--- config.mk ---
export PLATFORM = sky130hd
export DESIGN_NAME = ra_rdchk_sdr
export DESIGN_NICKNAME = d
export VERILOG_FILES = /design/src/rtl/ra_rdchk_sdr.sv
export SDC_FILE = /design/constraint.sdc
export NUM_CORES = 1
export LEC_CHECK = 0
export ABC_CLOCK_PERIOD_IN_PS = 14100
export BUFFER_PORTS_ARGS = -buffer_cell sky130_fd_sc_hd__buf_2
export CORE_UTILIZATION = 30
export DETAILED_ROUTE_END_ITERATION = 7
export GPL_TIMING_DRIVEN = 0
export PLACE_DENSITY = 0.59
export SYNTH_ARGS = -nofsm -noshare
export SYNTH_HDL_FRONTEND = slang
export SYNTH_SLANG_ARGS = --single-unit
export TNS_END_PERCENT = 50
--- constraint.sdc ---
create_clock -name clk -period 14.1 [get_ports clk]
set_input_delay 4.23 -clock clk [delete_from_list [all_inputs] [get_ports clk]]
set_output_delay 4.23 -clock clk [all_outputs]
set_load 0.02 [all_outputs]
--- src/rtl/ra_rdchk_sdr.sv ---
// ra_rdchk_sdr: read-side sweep checker for the 2R1W 64x72 SDR array.
// Both read ports walk an inclusive address range two words per cycle and
// every returned word is compared against the byte pattern seed ^ address,
// replicated nine times and optionally complemented. The checker reports
// mismatch count, first failing address and pass/fail.
// Optional build macro RA_RDCHK_STOPONFAIL_EN: the first mismatch stops
// issuing and lets the in-flight reads drain before completing.

module ra_rdchk_sdr #(
    parameter int RD_LAT = 1
) (
    input  logic        clk,
    input  logic        reset,
    input  logic        start,
    input  logic [7:0]  seed,
    input  logic        invert,
    input  logic [5:0]  adr_lo,
    input  logic [5:0]  adr_hi,
    output logic        rd_enb_0,
    output logic        rd_enb_1,
    output logic [5:0]  rd_adr_0,
    output logic [5:0]  rd_adr_1,
    input  logic [71:0] rd_dat_0,
    input  logic [71:0] rd_dat_1,
    output logic        busy,
    output logic        done,
    output logic        pass,
    output logic [6:0]  err_cnt,
    output logic        fail_vld,
    output logic [5:0]  fail_adr
);

    typedef enum logic [1:0] {
        IDLE  = 2'd0,
        ISSUE = 2'd1,
        DRAIN = 2'd2,
        DONE  = 2'd3
    } state_t;

    localparam logic [1:0] DRAIN_LAST = 2'(RD_LAT - 1);

    state_t     state_q, state_d;
    logic [6:0] ptr_q, ptr_d;
    logic [7:0] seed_q, seed_d;
    logic       invert_q, invert_d;
    logic [5:0] hi_q, hi_d;
    logic [1:0] drain_q, drain_d;
    logic [6:0] errCnt_q, errCnt_d;
    logic       pass_q, pass_d;
    logic       failVld_q, failVld_d;
    logic [5:0] failAdr_q, failAdr_d;

    logic [RD_LAT-1:0]      pEnb0_q, pEnb0_d;
    logic [RD_LAT-1:0]      pEnb1_q, pEnb1_d;
    logic [RD_LAT-1:0][5:0] pAdr0_q, pAdr0_d;
    logic [RD_LAT-1:0][5:0] pAdr1_q, pAdr1_d;

    logic [6:0] ptrPlus1;
    logic [6:0] ptrPlus2;
    logic       tapEnb0, tapEnb1;
    logic [5:0] tapAdr0, tapAdr1;
    logic       mis0, mis1;
    logic [7:0] errSum;
    logic [6:0] errSat;

    // Pattern the array should hold at address a for the captured seed/invert.
    function automatic logic [71:0] expWord(input logic [5:0] a,
                                            input logic [7:0] s,
                                            input logic       inv);
        logic [7:0]  e;
        logic [71:0] w;
        e = s ^ {2'b00, a};
        w = {9{e}};
        expWord = inv ? ~w : w;
    endfunction

    assign ptrPlus1 = ptr_q + 7'd1;
    assign ptrPlus2 = ptr_q + 7'd2;

    assign tapEnb0 = pEnb0_q[RD_LAT-1];
    assign tapEnb1 = pEnb1_q[RD_LAT-1];
    assign tapAdr0 = pAdr0_q[RD_LAT-1];
    assign tapAdr1 = pAdr1_q[RD_LAT-1];

    assign mis0 = tapEnb0 && (rd_dat_0 != expWord(tapAdr0, seed_q, invert_q));
    assign mis1 = tapEnb1 && (rd_dat_1 != expWord(tapAdr1, seed_q, invert_q));

    assign errSum = {1'b0, errCnt_q} + {7'b0, mis0} + {7'b0, mis1};
    assign errSat = (errSum > 8'd127) ? 7'd127 : errSum[6:0];

    // Read port drive: port 1 takes the odd partner only while it is in range.
    always_comb begin
        rd_enb_0 = 1'b0;
        rd_enb_1 = 1'b0;
        rd_adr_0 = 6'd0;
        rd_adr_1 = 6'd0;
        if (state_q == ISSUE) begin
            rd_enb_0 = 1'b1;
            rd_adr_0 = ptr_q[5:0];
            if (ptrPlus1 <= {1'b0, hi_q}) begin
                rd_enb_1 = 1'b1;
                rd_adr_1 = ptrPlus1[5:0];
            end
        end
    end

    // Next-state: compare pipeline shift, result accumulation and FSM flow.
    always_comb begin
        state_d   = state_q;
        ptr_d     = ptr_q;
        seed_d    = seed_q;
        invert_d  = invert_q;
        hi_d      = hi_q;
        drain_d   = drain_q;
        errCnt_d  = errCnt_q;
        pass_d    = pass_q;
        failVld_d = failVld_q;
        failAdr_d = failAdr_q;

        pEnb0_d    = pEnb0_q << 1;
        pEnb1_d    = pEnb1_q << 1;
        pAdr0_d    = pAdr0_q << 6;
        pAdr1_d    = pAdr1_q << 6;
        pEnb0_d[0] = rd_enb_0;
        pEnb1_d[0] = rd_enb_1;
        pAdr0_d[0] = rd_adr_0;
        pAdr1_d[0] = rd_adr_1;

        if (mis0 || mis1) begin
            errCnt_d = errSat;
            if (!failVld_q) begin
                failVld_d = 1'b1;
                failAdr_d = mis0 ? tapAdr0 : tapAdr1;
            end
        end

        case (state_q)
            IDLE: begin
                if (start) begin
                    seed_d    = seed;
                    invert_d  = invert;
                    hi_d      = adr_hi;
                    errCnt_d  = 7'd0;
                    failVld_d = 1'b0;
                    if (adr_lo <= adr_hi) begin
                        state_d = ISSUE;
                        ptr_d   = {1'b0, adr_lo};
                        pass_d  = 1'b0;
                    end else begin
                        state_d = DONE;
                        pass_d  = 1'b1;
                    end
                end
            end
            ISSUE: begin
                ptr_d = ptrPlus2;
`ifdef RA_RDCHK_STOPONFAIL_EN
                if ((ptrPlus2 > {1'b0, hi_q}) || mis0 || mis1) begin
`else
                if (ptrPlus2 > {1'b0, hi_q}) begin
`endif
                    state_d = DRAIN;
                    drain_d = DRAIN_LAST;
                end
            end
            DRAIN: begin
                if (drain_q == 2'd0) begin
                    state_d = DONE;
                    pass_d  = (errCnt_d == 7'd0);
                end else begin
                    drain_d = drain_q - 2'd1;
                end
            end
            DONE: begin
                state_d = IDLE;
            end
            default: begin
                state_d = IDLE;
            end
        endcase
    end

    // State and pipeline registers with synchronous active-low reset.
    always_ff @(posedge clk) begin
        if (!reset) begin
            state_q   <= IDLE;
            ptr_q     <= 7'd0;
            seed_q    <= 8'd0;
            invert_q  <= 1'b0;
            hi_q      <= 6'd0;
            drain_q   <= 2'd0;
            errCnt_q  <= 7'd0;
            pass_q    <= 1'b0;
            failVld_q <= 1'b0;
            failAdr_q <= 6'd0;
            pEnb0_q   <= '0;
            pEnb1_q   <= '0;
            pAdr0_q   <= '0;
            pAdr1_q   <= '0;
        end else begin
            state_q   <= state_d;
            ptr_q     <= ptr_d;
            seed_q    <= seed_d;
            invert_q  <= invert_d;
            hi_q      <= hi_d;
            drain_q   <= drain_d;
            errCnt_q  <= errCnt_d;
            pass_q    <= pass_d;
            failVld_q <= failVld_d;
            failAdr_q <= failAdr_d;
            pEnb0_q   <= pEnb0_d;
            pEnb1_q   <= pEnb1_d;
            pAdr0_q   <= pAdr0_d;
            pAdr1_q   <= pAdr1_d;
        end
    end

    assign busy     = (state_q == ISSUE) || (state_q == DRAIN);
    assign done     = (state_q == DONE);
    assign pass     = pass_q;
    assign err_cnt  = errCnt_q;
    assign fail_vld = failVld_q;
    assign fail_adr = failAdr_q;

endmodule

Word level (Yosys, flattened, before mapping):

Cells that the tools add are included.

* flip-flop bits (word level): 55
* bits of input ports: 168
* output and inout bits: 31
* logic and storage cells: 85

* add/subtract/negate cells: 5
* magnitude comparators: 4
* eq/ne operators: 10
* multiplexer cells: 31
* bitwise gates (word level): 5
* reduce and logical (&&, ||, !) cells: 16

Operator list (count)
* 2-to-1 mux 72 bit: 2
* != test 72 bit: 2
* inverter 72 bit: 2
* 2-to-1 mux 7 bit: 6
* 2-to-1 mux 6 bit: 4
* bitwise XOR 8 x 6 -> 8 bit: 2
* case mux 7 bit (2 select lines): 1
* 2-to-1 mux 2 bit: 6
* AND reduction 3 bit: 4
* 2-to-1 mux 1 bit: 9
* adder 7 x 1 -> 8 bit: 1
* adder 8 x 1 -> 8 bit: 1
* > comparator 8 x 7 -> 1 bit (second input constant): 1
* != test 2 bit (second input constant): 4
* case mux 2 bit (4 select lines): 1
* adder 7 x 1 -> 7 bit (second input constant): 1
* adder 7 x 2 -> 7 bit (second input constant): 1
* > comparator 7 x 6 -> 1 bit: 1
* <= comparator 7 x 6 -> 1 bit: 1
* zero test 7 bit: 1
* <= comparator 6 bit: 1
* nonzero test 2 bit: 3
* equality test 2 bit (second input constant): 2
* zero test 2 bit: 2
* 9 further kinds: 12

Longest topological paths before layout:

* word-level depth: 13
* mapped depth: 15

Worst setup path before layout:

No wires, ideal clock.

* path kind: input -> register
* start point: in rd_dat_1[23]
* end point: reg pass_q (netlist: pass)
* library setup time: 0.096 ns
* data arrival time: 7.620 ns
* required time: 14.004 ns
* setup slack: 6.384 ns
* stages on the path: 14
* cells stage by stage: or4_1 -> or3_1 -> a22oi_1 -> nand4_1 -> or4_4 -> and2_1 -> fa_1 -> ha_1 -> and3_1 -> and3_1 -> nor3_1 -> mux2_4 -> a31oi_2 -> o41ai_2

* longest elaborated chain between the ends: 9

Ends and longest elaborated chain
* start, declared: line 24 `input logic [71:0] rd_dat_1,`
* != test 72 bit *: line 86 `assign mis1 = tapEnb1 && (rd_dat_1 != expWord(tapAdr1, seed_q, invert_q));`
* logical AND 1 bit *: line 86
* adder 8 x 1 -> 8 bit: line 88 `assign errSum = {1'b0, errCnt_q} + {7'b0, mis0} + {7'b0, mis1};`
* > comparator 8 x 7 -> 1 bit: line 89 `assign errSat = (errSum > 8'd127) ? 7'd127 : errSum[6:0];`
* 2-to-1 mux 7 bit: line 89
* 2-to-1 mux 7 bit *: line 129 `if (mis0 || mis1) begin`
* zero test 7 bit *: line 169 `pass_d = (errCnt_d == 7'd0);`
* 2-to-1 mux 1 bit *: line 167 `if (drain_q == 2'd0) begin`
* case mux 1 bit (2 select lines) *: line 137 `case (state_q)`
* end signal, assigned: line 208 `pass_q <= pass_d;`
* end, declared: line 49 `logic pass_q, pass_d;`

Every way passes the cells marked *; elsewhere a longest branch is shown, timed or not. The select of a mux whose other input is x is not followed.
A chain may end at the register's enable or synchronous reset.

Final worst setup path:

Same ends and word-level chain as after synthesis.

==> results.txt <==
- Final setup violation count: 0
* Count of synthesis-stage warnings from yosys: 0
- Once detail routing completed, the nets flagged for antenna violations numbered 0.
* Number of filler cells placed in the layout: 1472
* Top Family by Delay on Critical Path: simple AND/OR/NAND/NOR gates
* Post-synthesis sequential element count: 55
* Most common library cell in the layout ignoring fill and taps: buf_2
* Req. time, crit path: 14.30 ns
* CTS Hold Bufs: 0
- Most used flip-flop cell after synthesis: dfxtp_1
- In this run the cell area of the synthesized design comes to 4330 sq um.
* Residual DRC: 0
- Setup CP Type: input pin to register
- The startpoint identified for the worst register-to-register timing path is invert_q.
- Placeable Area: about 14000 sq um
* Iteration count of the initial detailed-routing pass: 4
- Status: finished, final reports clean
- For this design the ratio of total power to cell area is ~130 nW/um^2.
* Die X: 122 um
* Highest attainable clock frequency: 128 MHz
* Worst max-slew margin expressed relative to the limit: a little under half
* Sum of net half-perimeters after detailed placement: 11.2 mm
- Traced cell by cell, the critical path runs through buf_2, or4_1, or3_1, a22oi_1, nand4_1, or4_4, and2_1, fa_1, ha_1, and3_1, and3_1, nor3_1, mux2_4, a31oi_2, o41ai_2.
- The tool flagged a number of max-cap violations equal to 0.
- Sequential fraction of the synthesis area: 25.4%
- Startpoint Class: input pin
* Post-detailed-route via-to-cell ratio: 4.97
- The first global-routing pass estimated 20.0 mm of wire.
* Final hold viol count: 0
- From bottom edge to top edge, the die measures roughly 120 um.
- Yosys mapped a number of flops with a built-in enable equal to 0.
- Synthesis produced a netlist whose cell count is ~540.
* Total negative slack for setup checks: 0 ns
* Most frequent cells in the layout: 199 x buf_2, 62 x nand2_1, 55 x dfxtp_1
* Critical path origin: rd_dat_1[23]
- Pin count of the biggest net entering global routing: 17
- DP Worst Slack: 5.97 ns
- Total routing usage reported by global routing: between 10% and 20%
- Number of nets in the finished design: 943
* Worst min-delay path category: register to register
* Register area: 1100 sq um
- In this run the worst path has a maximum fanout of 4.
- Clock skew: slightly below 0.008 ns
- Counting stages on the worst path, the most repeated cell is and3_1.
* Post-route clock period utilization: 55.3%
- Share of layout cells above drive strength 1: 29.1%
* Kind of end point of the critical path: register
- In this run, CTS created clock tree buffers numbering 5.
- N_diodes: 0
- Worst setup slack after layout: 6.31 ns
- Total area of multi-input combinational cells: 3020 sq um
- Setup repair after global routing left no endpoint under its margin.
* Clock Pin Slew Worst Setup and Hold Paths: 0.07 ns
- Initial DRC Count: 210
* CTS tree: done
* Lkg Pwr: 2.66 nW
- Critical path buffers and inverters: 1
- Post-CTS repair changed the size of 0 cells.
* Measured slew at the worst slew-check pin: slightly above 0.8 ns
- Number of primary I/O pins: 199
- Average footprint of a synthesized cell: 7.97 sq um
- The worst-case IR drop observed on VDD is 72.8 uV.
- The slowest stage of the critical path is the or4_4 cell.
* Final routed wire length divided by cell count: 14.5 um
* Fraction of registers with async set or reset after synthesis: 0%
- Starting density of the core: a little under a third
* Number of I/O port buffers: 198
* Signed area change from the synthesized netlist to the final layout: 31.6%
- The number of antenna violations at the first check in global routing is 0.
* Max-slew violations: 0
- The H-tree was split into 2 levels.
- Worst-skew pair later-pin latency: 0.29 ns
* Syn nets: 738
- Vias: 4620
- Number of global-route vias before repair: 4000
- The congestion estimate from routability-driven global placement came to 0.840.
- Count of distinct cell types in the synthesized netlist: 61
- Startpoint of the most critical hold path: drain_q[1]
* Max stage delay on crit path: 0.59 ns
- After layout, the minimum clock period comes to 7.79 ns.
- Buffers inserted during post-CTS setup optimization: 0
- CTS placed an instance of clkbuf_16 at the clock tree root.
- The final layout contains routed wiring with a total length of roughly 13 mm.
- Clk sinks: 55
- CP Data Arrival Time: 7.99 ns
* Floorplan die area: 14900 sq um
- Clock Path Buffers: 2
- After floorplanning, the core was divided into 43 placement rows.
- Summed over all layers, the global routing overflow is 0.
-- per-stage QoR --
| step | power (mW) | hold slack (ns) | cells | utilization, % | instance area, sq um |
|---|---|---|---|---|---|
| finish | 0.717 | 0.461 | 929 | 40.7 | 5700 |
| global placement | 0.592 | 0.444 | 921 | 39.6 | 5540 |
| detailed placement | 0.593 | 0.454 | 921 | 39.6 | 5540 |
| floorplan | 0.475 | 0.432 | 543 | - | 4330 |
| CTS | 0.721 | 0.461 | 929 | 40.7 | 5700 |
| global route | 0.774 | 0.491 | 929 | 40.7 | 5700 |
-- worst reg2reg max path, delay by kind of cell (launching register included) --
kind | cells | cell delay (ns)
multiplexers | 2 | 0.33
buffers and inverters | 1 | 0.19
flip-flops | 1 | 0.45
XOR/XNOR | 1 | 0.54
AO/OA/AOI/OAI | 3 | 0.66
AND/OR/NAND/NOR | 6 | 1.53
adder cells (fa/ha/maj) | 2 | 0.67
-- cell usage after synthesis, types with 7 or more instances --
library cell | instances | area share [%]
nand2_1 | 62 | 5.4
dfxtp_1 | 55 | 25
nor2_1 | 52 | 4.5
inv_1 | 36 | 3.1
mux2i_1 | 27 | 6.2
ha_1 | 26 | 7.5
nor3_1 | 24 | 2.8
nand4_1 | 21 | 3.0
a21oi_1 | 18 | 2.1
and3_1 | 18 | 2.6
nand3_1 | 18 | 2.1
o21ai_0 | 17 | 2.0
a21boi_0 | 16 | 2.8
nor4_1 | 14 | 2.0
and2_1 | 12 | 1.7
clkbuf_1 | 12 | 1.0
xnor2_1 | 11 | 2.2
a211oi_1 | 9 | 1.6
xnor3_1 | 8 | 4.2
or4_1 | 7 | 1.2
-- registers in the layout, summed over array words and instances (netlist names) --
| signal | flops |
|---|---|
| fail_adr | 6 |
| hi_q | 6 |
| state_q | 2 |
| pEnb0_q | 1 |
| pAdr1_q | 6 |
| drain_q | 2 |
| seed_q | 8 |
| ptr_q | 7 |
| invert_q | 1 |
| pEnb1_q | 1 |
| pAdr0_q | 6 |
| pass | 1 |
| fail_vld | 1 |
| err_cnt | 7 |
-- cell families (layout without fill, tap and decap cells) --
kind of cell,after synthesis,after routing,synth area share [%]
XOR/XNOR,27,27,8.53
AO/OA/AOI/OAI,101,101,16.7
flip-flops,55,55,25.4
adder cells (fa/ha/maj),27,27,7.98
AND/OR/NAND/NOR,253,253,29.7
buffers and inverters,51,257,4.80
multiplexers,29,29,6.85
-- final timing paths --
path / endpoint / slack (ns) / cells after the start
max: pass / 6.31 / 15
min: drain_q[1] / 0.46 / 2
max reg2reg: pass / 9.65 / 15
min reg2reg: drain_q[1] / 0.46 / 2
-- power by group --
part	switching, mW	internal, mW	total (mW)
registers	0.0258	0.185	0.211
logic	0.219	0.160	0.379
clock network	0.0562	0.0713	0.127
-- layer usage --
metal  global-route usage (%)  share of wire [%]
met2                     27.7                 46
met4                     3.96                1.0
met3                     2.25                4.8
met5                        0                  0
met1                     23.9                 49
-- cell type report --
class                   count  share of cell area [%]
multi-input cells         437                    53.0
clock buffers               7                    2.50
inverters                  36                    2.37
well taps                 180                    3.95
flip-flops and latches     55                    19.3
plain buffers              15                    1.27
clock inverters             1                   0.154
repair buffers            198                    17.4
Note: power is estimated with default switching activity, not from simulation.
